### config.mk
export PLATFORM = sky130hd
export DESIGN_NAME = acc_cpu
export DESIGN_NICKNAME = d
export VERILOG_FILES = /design/src/rtl/acc_cpu_pkg.sv /design/src/rtl/acc_cpu_alu.sv /design/src/rtl/acc_cpu.sv
export SDC_FILE = /design/constraint.sdc
export NUM_CORES = 1
export LEC_CHECK = 0
export BUFFER_PORTS_ARGS = -buffer_cell sky130_fd_sc_hd__clkbuf_2
export CORE_ASPECT_RATIO = 1.75
export CORE_MARGIN = 2
export CORE_UTILIZATION = 42
export CTS_BUF_LIST = sky130_fd_sc_hd__clkbuf_8
export DETAILED_ROUTE_END_ITERATION = 10
export PLACE_DENSITY = 0.69
export SYNTH_ARGS = -nofsm -noshare
export SYNTH_HDL_FRONTEND = slang
export SYNTH_HIERARCHICAL = 1
export SYNTH_SLANG_ARGS = --single-unit
### constraint.sdc
create_clock -name clk -period 3.05 [get_ports clk]
set_input_delay 0.305 -clock clk [delete_from_list [all_inputs] [get_ports clk]]
set_output_delay 0.305 -clock clk [all_outputs]
set_load 0.03 [all_outputs]
### src/rtl/acc_cpu_pkg.sv
// Shared constants for the accumulator CPU: opcode values, FSM state encoding
// and small opcode-classification helpers.
package acc_cpu_pkg;

  localparam logic [3:0] OP_NOP = 4'h0;
  localparam logic [3:0] OP_LDI = 4'h1;
  localparam logic [3:0] OP_ADD = 4'h2;
  localparam logic [3:0] OP_SUB = 4'h3;
  localparam logic [3:0] OP_AND = 4'h4;
  localparam logic [3:0] OP_OR  = 4'h5;
  localparam logic [3:0] OP_XOR = 4'h6;
  localparam logic [3:0] OP_JMP = 4'h7;
  localparam logic [3:0] OP_JZ  = 4'h8;
  localparam logic [3:0] OP_JC  = 4'h9;
  localparam logic [3:0] OP_OUT = 4'hA;
  localparam logic [3:0] OP_HLT = 4'hF;

  localparam logic [1:0] ST_IDLE  = 2'd0;
  localparam logic [1:0] ST_FETCH = 2'd1;
  localparam logic [1:0] ST_EXEC  = 2'd2;
  localparam logic [1:0] ST_HALT  = 2'd3;

  // Opcodes that write ACC and therefore refresh Z.
  function automatic logic op_updates_acc(input logic [3:0] op);
    logic r;
    case (op)
      OP_LDI, OP_ADD, OP_SUB, OP_AND, OP_OR, OP_XOR: r = 1'b1;
      default:                                       r = 1'b0;
    endcase
    return r;
  endfunction

  // LDI keeps C, so only arithmetic and logic ops refresh it.
  function automatic logic op_updates_carry(input logic [3:0] op);
    logic r;
    case (op)
      OP_ADD, OP_SUB, OP_AND, OP_OR, OP_XOR: r = 1'b1;
      default:                               r = 1'b0;
    endcase
    return r;
  endfunction

endpackage

### src/rtl/acc_cpu_alu.sv
// Combinational ALU: one extra result bit carries ADD carry-out / SUB borrow.
module acc_cpu_alu
  import acc_cpu_pkg::*;
#(
  parameter int DATA_W = 8
) (
  input  logic [DATA_W-1:0] acc_i,
  input  logic [DATA_W-1:0] imm_i,
  input  logic [3:0]        opcode_i,
  output logic [DATA_W-1:0] result_o,
  output logic              carry_o,
  output logic              zero_o
);

  logic [DATA_W:0] wide_s;

  // Borrow falls out of the top bit of the zero-extended subtraction.
  always_comb begin
    wide_s = {1'b0, acc_i};
    case (opcode_i)
      OP_LDI:  wide_s = {1'b0, imm_i};
      OP_ADD:  wide_s = {1'b0, acc_i} + {1'b0, imm_i};
      OP_SUB:  wide_s = {1'b0, acc_i} - {1'b0, imm_i};
      OP_AND:  wide_s = {1'b0, acc_i & imm_i};
      OP_OR:   wide_s = {1'b0, acc_i | imm_i};
      OP_XOR:  wide_s = {1'b0, acc_i ^ imm_i};
      default: wide_s = {1'b0, acc_i};
    endcase
  end

  assign result_o = wide_s[DATA_W-1:0];
  assign carry_o  = wide_s[DATA_W];
  assign zero_o   = (wide_s[DATA_W-1:0] == {DATA_W{1'b0}});

endmodule

### src/rtl/acc_cpu.sv
// Accumulator CPU: IDLE/FETCH/EXEC/HALT sequencer, program store and an
// OUT port with a valid/ready handshake that stalls EXEC until accepted.
module acc_cpu
  import acc_cpu_pkg::*;
#(
  parameter int DATA_W  = 8,
  parameter int ADDR_W  = 5,
  parameter int INSTR_W = 4 + DATA_W
) (
  input  logic               clk,
  input  logic               rstn,
  input  logic               prog_we,
  input  logic [ADDR_W-1:0]  prog_addr,
  input  logic [INSTR_W-1:0] prog_data,
  input  logic               start,
  output logic [DATA_W-1:0]  ACC,
  output logic [ADDR_W-1:0]  pc,
  output logic [DATA_W-1:0]  out_data,
  output logic               out_valid,
  input  logic               out_ready,
  output logic               busy,
  output logic               halted
);

  localparam int DEPTH = 2 ** ADDR_W;

  logic [INSTR_W-1:0] mem_q [DEPTH];

  logic [1:0]         state_q, state_d;
  logic [ADDR_W-1:0]  pc_q, pc_d;
  logic [DATA_W-1:0]  acc_q, acc_d;
  logic               z_q, z_d;
  logic               c_q, c_d;
  logic [INSTR_W-1:0] ir_q, ir_d;
  logic [DATA_W-1:0]  out_data_q, out_data_d;
  logic               out_valid_q, out_valid_d;
  logic               busy_q, busy_d;
  logic               halted_q, halted_d;

  logic [INSTR_W-1:0] fetch_word_s;
  logic [3:0]         ir_op_s;
  logic [DATA_W-1:0]  ir_imm_s;
  logic [ADDR_W-1:0]  pc_inc_s;
  logic [ADDR_W-1:0]  jmp_tgt_s;
  logic [DATA_W-1:0]  alu_result_s;
  logic               alu_carry_s;
  logic               alu_zero_s;

  assign fetch_word_s = mem_q[pc_q];
  assign ir_op_s      = ir_q[INSTR_W-1:DATA_W];
  assign ir_imm_s     = ir_q[DATA_W-1:0];
  assign pc_inc_s     = pc_q + ADDR_W'(1'b1);
  assign jmp_tgt_s    = ADDR_W'(ir_imm_s);

  acc_cpu_alu #(.DATA_W(DATA_W)) u_alu (
    .acc_i    (acc_q),
    .imm_i    (ir_imm_s),
    .opcode_i (ir_op_s),
    .result_o (alu_result_s),
    .carry_o  (alu_carry_s),
    .zero_o   (alu_zero_s)
  );

  // Sequencer and datapath next-state; OUT raises valid as it is fetched.
  always_comb begin
    state_d     = state_q;
    pc_d        = pc_q;
    acc_d       = acc_q;
    z_d         = z_q;
    c_d         = c_q;
    ir_d        = ir_q;
    out_data_d  = out_data_q;
    out_valid_d = out_valid_q;
    case (state_q)
      ST_IDLE, ST_HALT: begin
        if (start) begin
          state_d = ST_FETCH;
          pc_d    = {ADDR_W{1'b0}};
          acc_d   = {DATA_W{1'b0}};
          z_d     = 1'b0;
          c_d     = 1'b0;
        end else begin
          state_d = state_q;
        end
      end
      ST_FETCH: begin
        ir_d    = fetch_word_s;
        state_d = ST_EXEC;
        if (fetch_word_s[INSTR_W-1:DATA_W] == OP_OUT) begin
          out_valid_d = 1'b1;
          out_data_d  = acc_q;
        end else begin
          out_valid_d = 1'b0;
        end
      end
      ST_EXEC: begin
        state_d = ST_FETCH;
        if (op_updates_acc(ir_op_s)) begin
          acc_d = alu_result_s;
          z_d   = alu_zero_s;
        end else begin
          acc_d = acc_q;
        end
        if (op_updates_carry(ir_op_s)) begin
          c_d = alu_carry_s;
        end else begin
          c_d = c_q;
        end
        case (ir_op_s)
          OP_JMP: pc_d = jmp_tgt_s;
          OP_JZ:  pc_d = z_q ? jmp_tgt_s : pc_inc_s;
          OP_JC:  pc_d = c_q ? jmp_tgt_s : pc_inc_s;
          OP_OUT: begin
            if (out_valid_q && out_ready) begin
              out_valid_d = 1'b0;
              pc_d        = pc_inc_s;
            end else begin
              state_d = ST_EXEC;
              pc_d    = pc_q;
            end
          end
          OP_HLT: begin
            state_d = ST_HALT;
            pc_d    = pc_q;
          end
          default: pc_d = pc_inc_s;
        endcase
      end
      default: state_d = ST_IDLE;
    endcase
    busy_d   = (state_d == ST_FETCH) || (state_d == ST_EXEC);
    halted_d = (state_d == ST_HALT);
  end

  // Architectural state and registered outputs.
  always_ff @(posedge clk) begin
    if (!rstn) begin
      state_q     <= ST_IDLE;
      pc_q        <= {ADDR_W{1'b0}};
      acc_q       <= {DATA_W{1'b0}};
      z_q         <= 1'b0;
      c_q         <= 1'b0;
      ir_q        <= {INSTR_W{1'b0}};
      out_data_q  <= {DATA_W{1'b0}};
      out_valid_q <= 1'b0;
      busy_q      <= 1'b0;
      halted_q    <= 1'b0;
    end else begin
      state_q     <= state_d;
      pc_q        <= pc_d;
      acc_q       <= acc_d;
      z_q         <= z_d;
      c_q         <= c_d;
      ir_q        <= ir_d;
      out_data_q  <= out_data_d;
      out_valid_q <= out_valid_d;
      busy_q      <= busy_d;
      halted_q    <= halted_d;
    end
  end

  // Program store has no reset so a loaded program outlives rstn.
  always_ff @(posedge clk) begin
    if (prog_we) begin
      mem_q[prog_addr] <= prog_data;
    end
  end

  assign ACC       = acc_q;
  assign pc        = pc_q;
  assign out_data  = out_data_q;
  assign out_valid = out_valid_q;
  assign busy      = busy_q;
  assign halted    = halted_q;

endmodule

### Word level (Yosys, flattened, before mapping)

Memory sizes are Yosys's and may differ from the RTL's. A register that Yosys moved wholly into a read port is not among the register bits.
Index checks and enable logic that the tools add are counted.

* bits in registers: 40
* bits in writable memories: 384
* bits of input ports: 22
* output and inout port bits: 24
* word-level logic and storage cells: 87
* memories: 1

* add/subtract/negate cells: 3
* equal/unequal tests: 25
* multiplexer cells: 31
* bitwise operators: 3
* reduce and logical (&&, ||, !) cells: 14

Memories
* mem_q: words 32, width 12, read ports 1, clocked after Yosys merged registers in 1, wr ports 1, line acc_cpu.sv:27 `logic [INSTR_W-1:0] mem_q [DEPTH];`

Operator list (number)
* case mux 9 bit (6 select lines): 1
* two-way mux 5 bit: 6
* case mux 5 bit (5 select lines): 1
* == test 4 bit, second input constant: 5
* == test 4 x 3 -> 1 bit, second input constant: 4
* two-way mux 8 bit: 2
* case mux 8 bit (2 select lines): 1
* two-way mux 1 bit: 12
* != test 2 bit, second input constant: 6
* case mux 5 bit (2 select lines): 1
* adder 8 x 8 -> 9 bit: 1
* AND reduction 3 bit: 3
* subtractor 8 x 8 -> 9 bit: 1
* bitwise AND 8 bit: 1
* == test 2 bit, second input constant: 4
* == test 4 x 2 -> 1 bit, second input constant: 2
* logical NOT 8 bit: 1
* OR 8 bit: 1
* XOR 8 bit: 1
* case mux 1 bit (2 select lines): 3
* case mux 2 bit (3 select lines): 1
* OR reduction 6 bit: 1
* adder 5 x 1 -> 5 bit, second input constant: 1
* OR reduction 5 bit: 1
* other kinds (12): 15

### Depth between registers and ports, before layout

Gate-level depths: netlist of run 1.

* word-level depth: 6
* mapped depth: 18
* depth with buffers taken out: 16

### Hierarchy

The synthesis of run 1 kept the hierarchy.

By module, submodules not included
* acc_cpu: instances 1, cells each 801, area an instance 16628.4 sq um
* acc_cpu_alu: instances 1, cells each 180, area an instance 1292.5 sq um

### Worst setup path before layout of run 1

No wires, ideal clock.

* kind: register to register
* start point: register ir_q[9]
* end point: register z_q
* library setup time: 76 ps
* arrival time: 3198 ps
* data required time: 2974 ps
* slack: -223 ps
* cell stages (with the launch flop): 15
* clock period less this slack: 3273 ps
* cells stage by stage: dfxtp_1 buf_6 buf_2 nand2_1 nor2_1 mux2i_1 fa_1 a21oi_1 o31a_2 o32ai_1 or3_1 a211oi_1 nor4b_2 nand3_1 a21boi_0

* elaborated cells on any way between the ends: 15
* classes of those cells: eq/ne (7); mux (5); reduce/logical (3)

RTL lines
* start: declaration: line acc_cpu.sv:34 `logic [INSTR_W-1:0] ir_q, ir_d;`
* start signal: assignment: line acc_cpu.sv:143 `ir_q <= {INSTR_W{1'b0}};`
* start signal: assignment: line acc_cpu.sv:154 `ir_q <= ir_d;`
* == test 4 x 3 -> 1 bit, or another cell as far along: line acc_cpu_alu.sv:20 `case (opcode_i)`
* case mux 9 bit (6 select lines) *: line acc_cpu_alu.sv:20
* named net alu_result_s[1]: line acc_cpu.sv:45 `logic [DATA_W-1:0] alu_result_s;`
* logical NOT 8 bit *: line acc_cpu_alu.sv:33 `assign zero_o = (wide_s[DATA_W-1:0] == {DATA_W{1'b0}});`
* named net alu_zero_s: line acc_cpu.sv:47 `logic alu_zero_s;`
* two-way mux 1 bit *: line acc_cpu.sv:98 `if (op_updates_acc(ir_op_s)) begin`
* case mux 1 bit (2 select lines) *: line acc_cpu.sv:74 `case (state_q)`
* end signal: assignment: line acc_cpu.sv:152 `z_q <= z_d;`
* end: declaration: line acc_cpu.sv:32 `logic z_q, z_d;`

The timed path passes the listed nets; every way through them passes the cells marked *. The select of a mux whose other input is x is not followed.
A chain may end at the register's enable or synchronous reset.

### Worst setup path after layout of run 1

* start point: register ir_q[11]
* end point: register z_q

Same word-level chain as after synthesis.

==> results_dict.tcl, run 1 <==
set metrics [dict create \
    worstPathArrival_ns 3.46 \
    finalPower_uw 13700 \
    worstSetupPathType "reg -> reg" \
    viasPerCell 5.38 \
    post-route-util_pct 48.1 \
    stdcell_area_mm2 0.0203 \
    synth-edff-count 384 \
    worst_slew_pin_slew_ns 0.917 \
    h-tree-depth 2 \
    die_h_um 277 \
    grt_max_degree 65 \
    gp_congestion 0.859 \
    crit_path_max_incr_delay_ns 0.39 \
    wl_mm 37.6 \
    cts_tree "done" \
    die_w_um 160 \
    synth-async-reset-ratio_pct 0 \
    fmax_ghz 0.344 \
    period_minus_slack_ns 2.90 \
    crit_path_cell_trace "nor2_4, nand2_2, nor2_4, nor2_1, xnor2_1, ha_1, xnor2_1, a211oi_1, o32a_1, or3_4, a211oi_2, nor4b_2, nand3_1, a21boi_1" \
    stdcell_count 1707 \
    drt_iter0_drc 612 \
    drive_gt1_share_pct 29.6 \
    top_layer "met4" \
    initial_core_util_pct 42.4 \
    cts-root-buf "clkbuf_8" \
    finalMaxSlewViolations 0 \
    p_per_area_mw_per_mm2 671 \
    wl_met2_mm 22.0 \
    required_ns 3.61 \
    fin_skew_ns 0.0475 \
    crit_path_max_fanout 4 \
    drt-pass1-iter-count 5 \
    yosysSeqAreaShare_pct 69.4 \
    io_buffers 45 \
    finalHoldViolCount 0 \
    synth_fp_nets 1033 \
    nNetsFinal 1149 \
    slew-limit-headroom_pct 38.8 \
    avgSynthCellArea_um2 18.3 \
    wl_met3_mm 1.21 \
    cts.sinks 429 \
    min_period_over_period_pct 95.2 \
    vdd_drop_max_mv 0.300 \
    grt_pass1_vias 9691 \
    maxCapViolCount 0 \
    drt.antenna.violating_nets 0 \
    endpoint_kind "flip-flop" \
    worstSetupStartpointType "flip-flop" \
    dp_cells 1597 \
    ys.flop_type "edfxtp_1" \
    wl_per_cell_um 22.0 \
    leakagePower_uw 0.00656 \
    rsz0062_at_grt "yes" \
    cts.path.max_buffers 3 \
    drc 0 \
    die_area_mm2 0.0444 \
    status "complete, no violations" \
    antenna_found_initial 2 \
    hp-class "in -> reg" \
    row_count 100 \
    post-dp-hpwl_mm 25.8 \
    io_pins 46 \
    drt-met1-wl_mm 13.0 \
    clkTransAtPathRegs_ns 0.07 \
    synth_seq_cells 429 \
    netlist_instances 981 \
    grt_pass1_wl_mm 57.5 \
    gr-total-overflow 0 \
    vias 9186 \
    core_mm2 0.0423 \
    cts_made_buffers 56 \
    mappedNetlistArea_mm2 0.0179 \
    grt_use_total_pct 17.1 \
    setup_viol 0 \
    yosysWarnings 6 \
    clk_latency_ns 0.63 \
    dpl_cell_area_mm2 0.0191 \
    area_growth_pct 13.6 \
    fill_cells 3557 \
    crit_slowest_cell "or3_4" \
    synth_cell_types 67 \
]
-- routing by layer --
metal	global-route usage [%]	vias to the layer above
li1	-	4189
met1	17.6	4689
met2	34.2	233
met3	2.08	75
met4	7.16	0
met5	0	-
-- logic make-up (layout without fill, tap and decap cells) --
group / after synthesis / after routing / share of synthesized area, %
simple gates: 192 / 192 / 5.32
buf+inv: 75 / 238 / 1.98
xor+xnor: 12 / 12 / 0.586
fa+ha+maj: 30 / 30 / 2.14
mux: 147 / 147 / 16.6
other cells: 0 / 2 / 0
compound gates: 96 / 96 / 3.99
flops: 429 / 429 / 69.4
-- sequential cells by signal, indices dropped and copies added, names as in the netlist, named ones only --
signal,cells
ACC,8
out_valid,1
mem_q,384
ir_q,12
state_q,2
halted,1
busy,1
z_q,1
out_data,8
pc,5
c_q,1
-- critical path, delay by kind of cell, from the launching register on --
family	cells	cell delay, ns
DFF	1	0.33
AOI/OAI and AO/OA	4	0.75
and+or+nand+nor	7	1.10
xor gates and xnor gates	2	0.29
adders and majority gates	1	0.36
-- Yosys cell counts (all sizes together) (7+ instances only) --
cell	n	area (um^2)
a31oi	7	43.8
nand3b	11	82.6
buf	27	155
mux2i	26	260
and2	8	51.3
edfxtp	384	11500
dfxtp	45	901
nand2b	8	50.1
inv	24	90.1
nor2b	11	68.8
ha	29	363
a21oi	13	65.1
nor2	57	214
mux4	120	2700
nand2	56	210
nand3	15	75.1
xnor2	10	87.6
a21boi	11	82.6
o21ai	11	55.1
clkbuf	24	110
o211a	13	130
-- power by group --
part	internal (uW)	total, uW	switching [uW]
clock	2120	4200	2080
combinational	1190	2790	1600
sequential	6550	6670	114
-- timing repair --
action                     4_1_cts  5_1_grt
pin swaps                        0        8
hold buffers                     1        0
buffers inserted                 0        2
hold endpoints to repair         1        0
cloned                           0        0
setup endpoints to repair        2        6
gates resized for setup          1       11
-- path summary, 6_finish.rpt --
check | start | end | slack [ns] | depth (start not counted)
hold / removal | start | state_q[1]$_SDFF_PN0_ | 0.17 | 4
setup reg to reg | ir_q[11]$_SDFFE_PN0P_ | z_q$_SDFFE_PN0P_ | 0.15 | 14
hold reg to reg | out_data[2]$_SDFFE_PN0P_ | out_data[2]$_SDFFE_PN0P_ | 0.46 | 2
setup / recovery | ir_q[11]$_SDFFE_PN0P_ | z_q$_SDFFE_PN0P_ | 0.15 | 14
-- cells in the final DEF, fill, tap and decap left out, types with 3 or more instances in the layout --
master       n
edfxtp_1   384
nand2b_1     8
nor3_1       4
dfxtp_1     40
nand2_1     55
dfxtp_2      3
ha_1        29
o221ai_1     4
clkbuf_2    45
or3b_2       4
nor2_1      55
a22oi_1      6
mux2i_1     25
buf_12       6
bufinv_16    3
a21oi_1     11
and2_1       6
nor2b_1     11
clkinv_1    12
a31oi_1      7
nand3b_1    11
clkbuf_8    61
xnor2_1     10
o211a_1     13
o21ai_0     10
inv_1       38
mux4_2     120
a21o_1       4
a21boi_0    10
nand3_1     15
clkinv_2    11
and3_1       3
o31ai_1      3
buf_4       57
-- per-stage QoR --
step | setup TNS [ns] | setup WS [ns] | hold WS [ns]
3_5_place_dp | -0.0217 | -0.0131 | 0.452
2_1_floorplan | 0 | 0.00869 | 0.404
4_1_cts | 0 | 0.0547 | 0.138
3_3_place_gp | -0.0218 | -0.0201 | 0.446
6_report | 0 | 0.147 | 0.171
5_1_grt | -0.0273 | -0.0273 | 0.164
-- area by class of cell --
cell class	count	area, um^2	share of cell area [%]
diodes	2	5.00	0.0246
clock buffers	61	840	4.13
clock inverters	44	283	1.39
inverters	24	90.1	0.443
multi-input cells	477	5200	25.6
flip-flops and latches	429	12400	61.1
well taps	561	702	3.45
repair buffers	109	783	3.85
Note: power is estimated with default switching activity, not from simulation.
==> inputs of run 2 (changes only) <==
- CORE_UTILIZATION: 42 -> 35
- PLACE_DENSITY: 0.69 -> 0.61
==> results_dict.tcl, run 2 (synthesized netlist as in run 1, its figures left out) <==
set metrics [dict create \
    required_ns 3.61 \
    fin_tns_setup_ns 0 \
    p_seq_share_pct 47.5 \
    fmax_ghz 0.347 \
    period_minus_slack_ns 2.88 \
    worstSetupStartpointType "flip-flop" \
    mostFrequentLayoutCell "edfxtp_1" \
    core_mm2 0.0506 \
    gp_congestion 0.804 \
    wl_mm 41.1 \
    worst_slew_pin_slew_ns 0.911 \
    viasPerCell 5.16 \
    min_period_over_period_pct 94.4 \
    grt_pass1_vias 10083 \
    combPwrFrac_pct 19.6 \
    switching_share_pct 28.0 \
    regMostFlops "mem_q" \
    reg.largest.list "mem_q (384), ir_q (12)" \
    vdd_drop_max_mv 0.361 \
    cts-root-buf "clkbuf_8" \
    clk_latency_ns 0.63 \
    drive_gt1_share_pct 30.5 \
    antenna_found_initial 2 \
    hold_start "start" \
    gr-total-overflow 0 \
    crit_end "z_q$_SDFFE_PN0P_" \
    initial_core_util_pct 35.4 \
    cts_made_buffers 60 \
    post-route-util_pct 40.8 \
    nNetsFinal 1157 \
    cts.sinks 429 \
    drt-pass1-iter-count 5 \
    startpoint "ir_q[11]$_SDFFE_PN0P_" \
    grt_max_degree 55 \
    endpoint_kind "flip-flop" \
    worstPathArrival_ns 3.43 \
    vias 9407 \
    die_w_um 175 \
    holdWs_ns 0.170 \
    leakagePower_uw 0.00662 \
    cts_tree "done" \
    rrSetupSlack_ns 0.17 \
    grt_use_total_pct 15.7 \
    wl_per_cell_um 22.5 \
    hp-class "in -> reg" \
    post-dp-hpwl_mm 27.7 \
    clkPwrFrac_pct 32.9 \
    intPower_uw 10100 \
    fin_skew_ns 0.0292 \
    rsz0062_at_grt "yes" \
    row_count 109 \
    status "complete, no violations" \
    rr_worst_depth 15 \
    io_buffers 45 \
    finalHoldViolCount 0 \
    slew-limit-headroom_pct 39.3 \
    io_pins 46 \
    area_growth_pct 15.2 \
    fill_cells 4481 \
    finalMaxSlewViolations 0 \
    worstSetupPathType "reg -> reg" \
    drc 0 \
    setup_viol 0 \
    p_per_area_mw_per_mm2 680 \
    crit_path_max_fanout 5 \
    layout_common_cells "384 x edfxtp_1, 120 x mux4_2, 60 x clkbuf_8" \
    die_h_um 303 \
    maxCapViolCount 0 \
    drt.antenna.violating_nets 0 \
    reg2reg_from "ir_q[11]$_SDFFE_PN0P_" \
    clkTransAtPathRegs_ns 0.07 \
    r2r_end "z_q$_SDFFE_PN0P_" \
    drt_iter0_drc 794 \
    h-tree-depth 2 \
    die_area_mm2 0.0531 \
    p_sw_uw 3930 \
    cts.path.max_buffers 3 \
    largest_reg_flops 384 \
    grt_pass1_wl_mm 61.9 \
]
run 2: cell count changes in the layout (fill, tap and decap cells not counted), sizes merged:
cell / previous run / this run
clkinvlp: 2 / 5
clkbuf: 106 / 105
bufinv: 3 / 6
clkinv: 24 / 33
inv: 39 / 33
buf: 63 / 67
run 2: how the worst min path moves through the flow:
| stage | to | slack [ns] | cells after the start |
|---|---|---|---|
| floorplan | mem_q[0][0]$_DFFE_PP_ | 0.40 | 0 |
| global placement | out_data[6]$_SDFFE_PN0P_ | 0.45 | 2 |
| detailed placement | out_data[6]$_SDFFE_PN0P_ | 0.45 | 2 |
| CTS | state_q[0]$_SDFF_PN0_ | 0.13 | 4 |
| global route | state_q[1]$_SDFF_PN0_ | 0.16 | 4 |
| finish | state_q[0]$_SDFF_PN0_ | 0.17 | 4 |
run 2: stage by stage:
stage	power (uW)	cells	instance area (um^2)	setup slack (ns)
global placement	9430	1707	19300	0.0721
CTS	14100	1821	20600	0.00590
floorplan	8730	981	18000	0.00869
finish	14000	1824	20600	0.172
global route	14700	1824	20600	-0.0497
detailed placement	9490	1707	19300	0.00654
run 2: routing by layer:
metal,track usage [%],up-vias,part of all wire (%)
li1,-,4210,-
met3,1.97,93,3.2
met5,0,-,0
met1,16.0,4885,35
met4,6.73,0,3.8
met2,31.6,219,59
run 2: critical path: stages, from the launching register on:
cell,delay (ns)
dfxtp_1,0.33
nor2_4,0.12
nand2_2,0.08
nor2_4,0.14
buf_4,0.16
nor2_1,0.05
xnor2_1,0.13
ha_1,0.32
o21ai_0,0.14
a21oi_2,0.11
o41ai_1,0.40
a211o_1,0.20
nand3b_1,0.13
nor4b_2,0.26
nand3_1,0.10
a21boi_1,0.14
run 2: layout make-up:
class                           instances  area, um^2  share of cell area, %
Clock inverter                         53         425                   2.06
Inverter                               24        90.1                  0.436
Timing Repair Buffer                  113         838                   4.06
Clock buffer                           60         826                   4.00
Multi-Input combinational cell        477        5180                   25.1
Tap cell                              666         833                   4.04
Antenna cell                            2        5.00                 0.0242
Sequential cell                       429       12400                   60.3
run 2: power groups by stage:
stage | Combinational [uW] | Sequential, uW | Clock (uW)
global placement | 2640 | 6790 | 0
floorplan | 1900 | 6820 | 0
finish | 2750 | 6670 | 4620
CTS | 2690 | 6670 | 4750
global route | 3010 | 6690 | 4980
detailed placement | 2680 | 6800 | 0
run 2: timing repair:
item / in CTS / in global routing
buffers inserted: 0 / 1
hold buffers: 1 / 0
gates resized for setup: 0 / 6
endpoints found under the hold margin: 1 / 0
setup endpoints to repair: 0 / 11
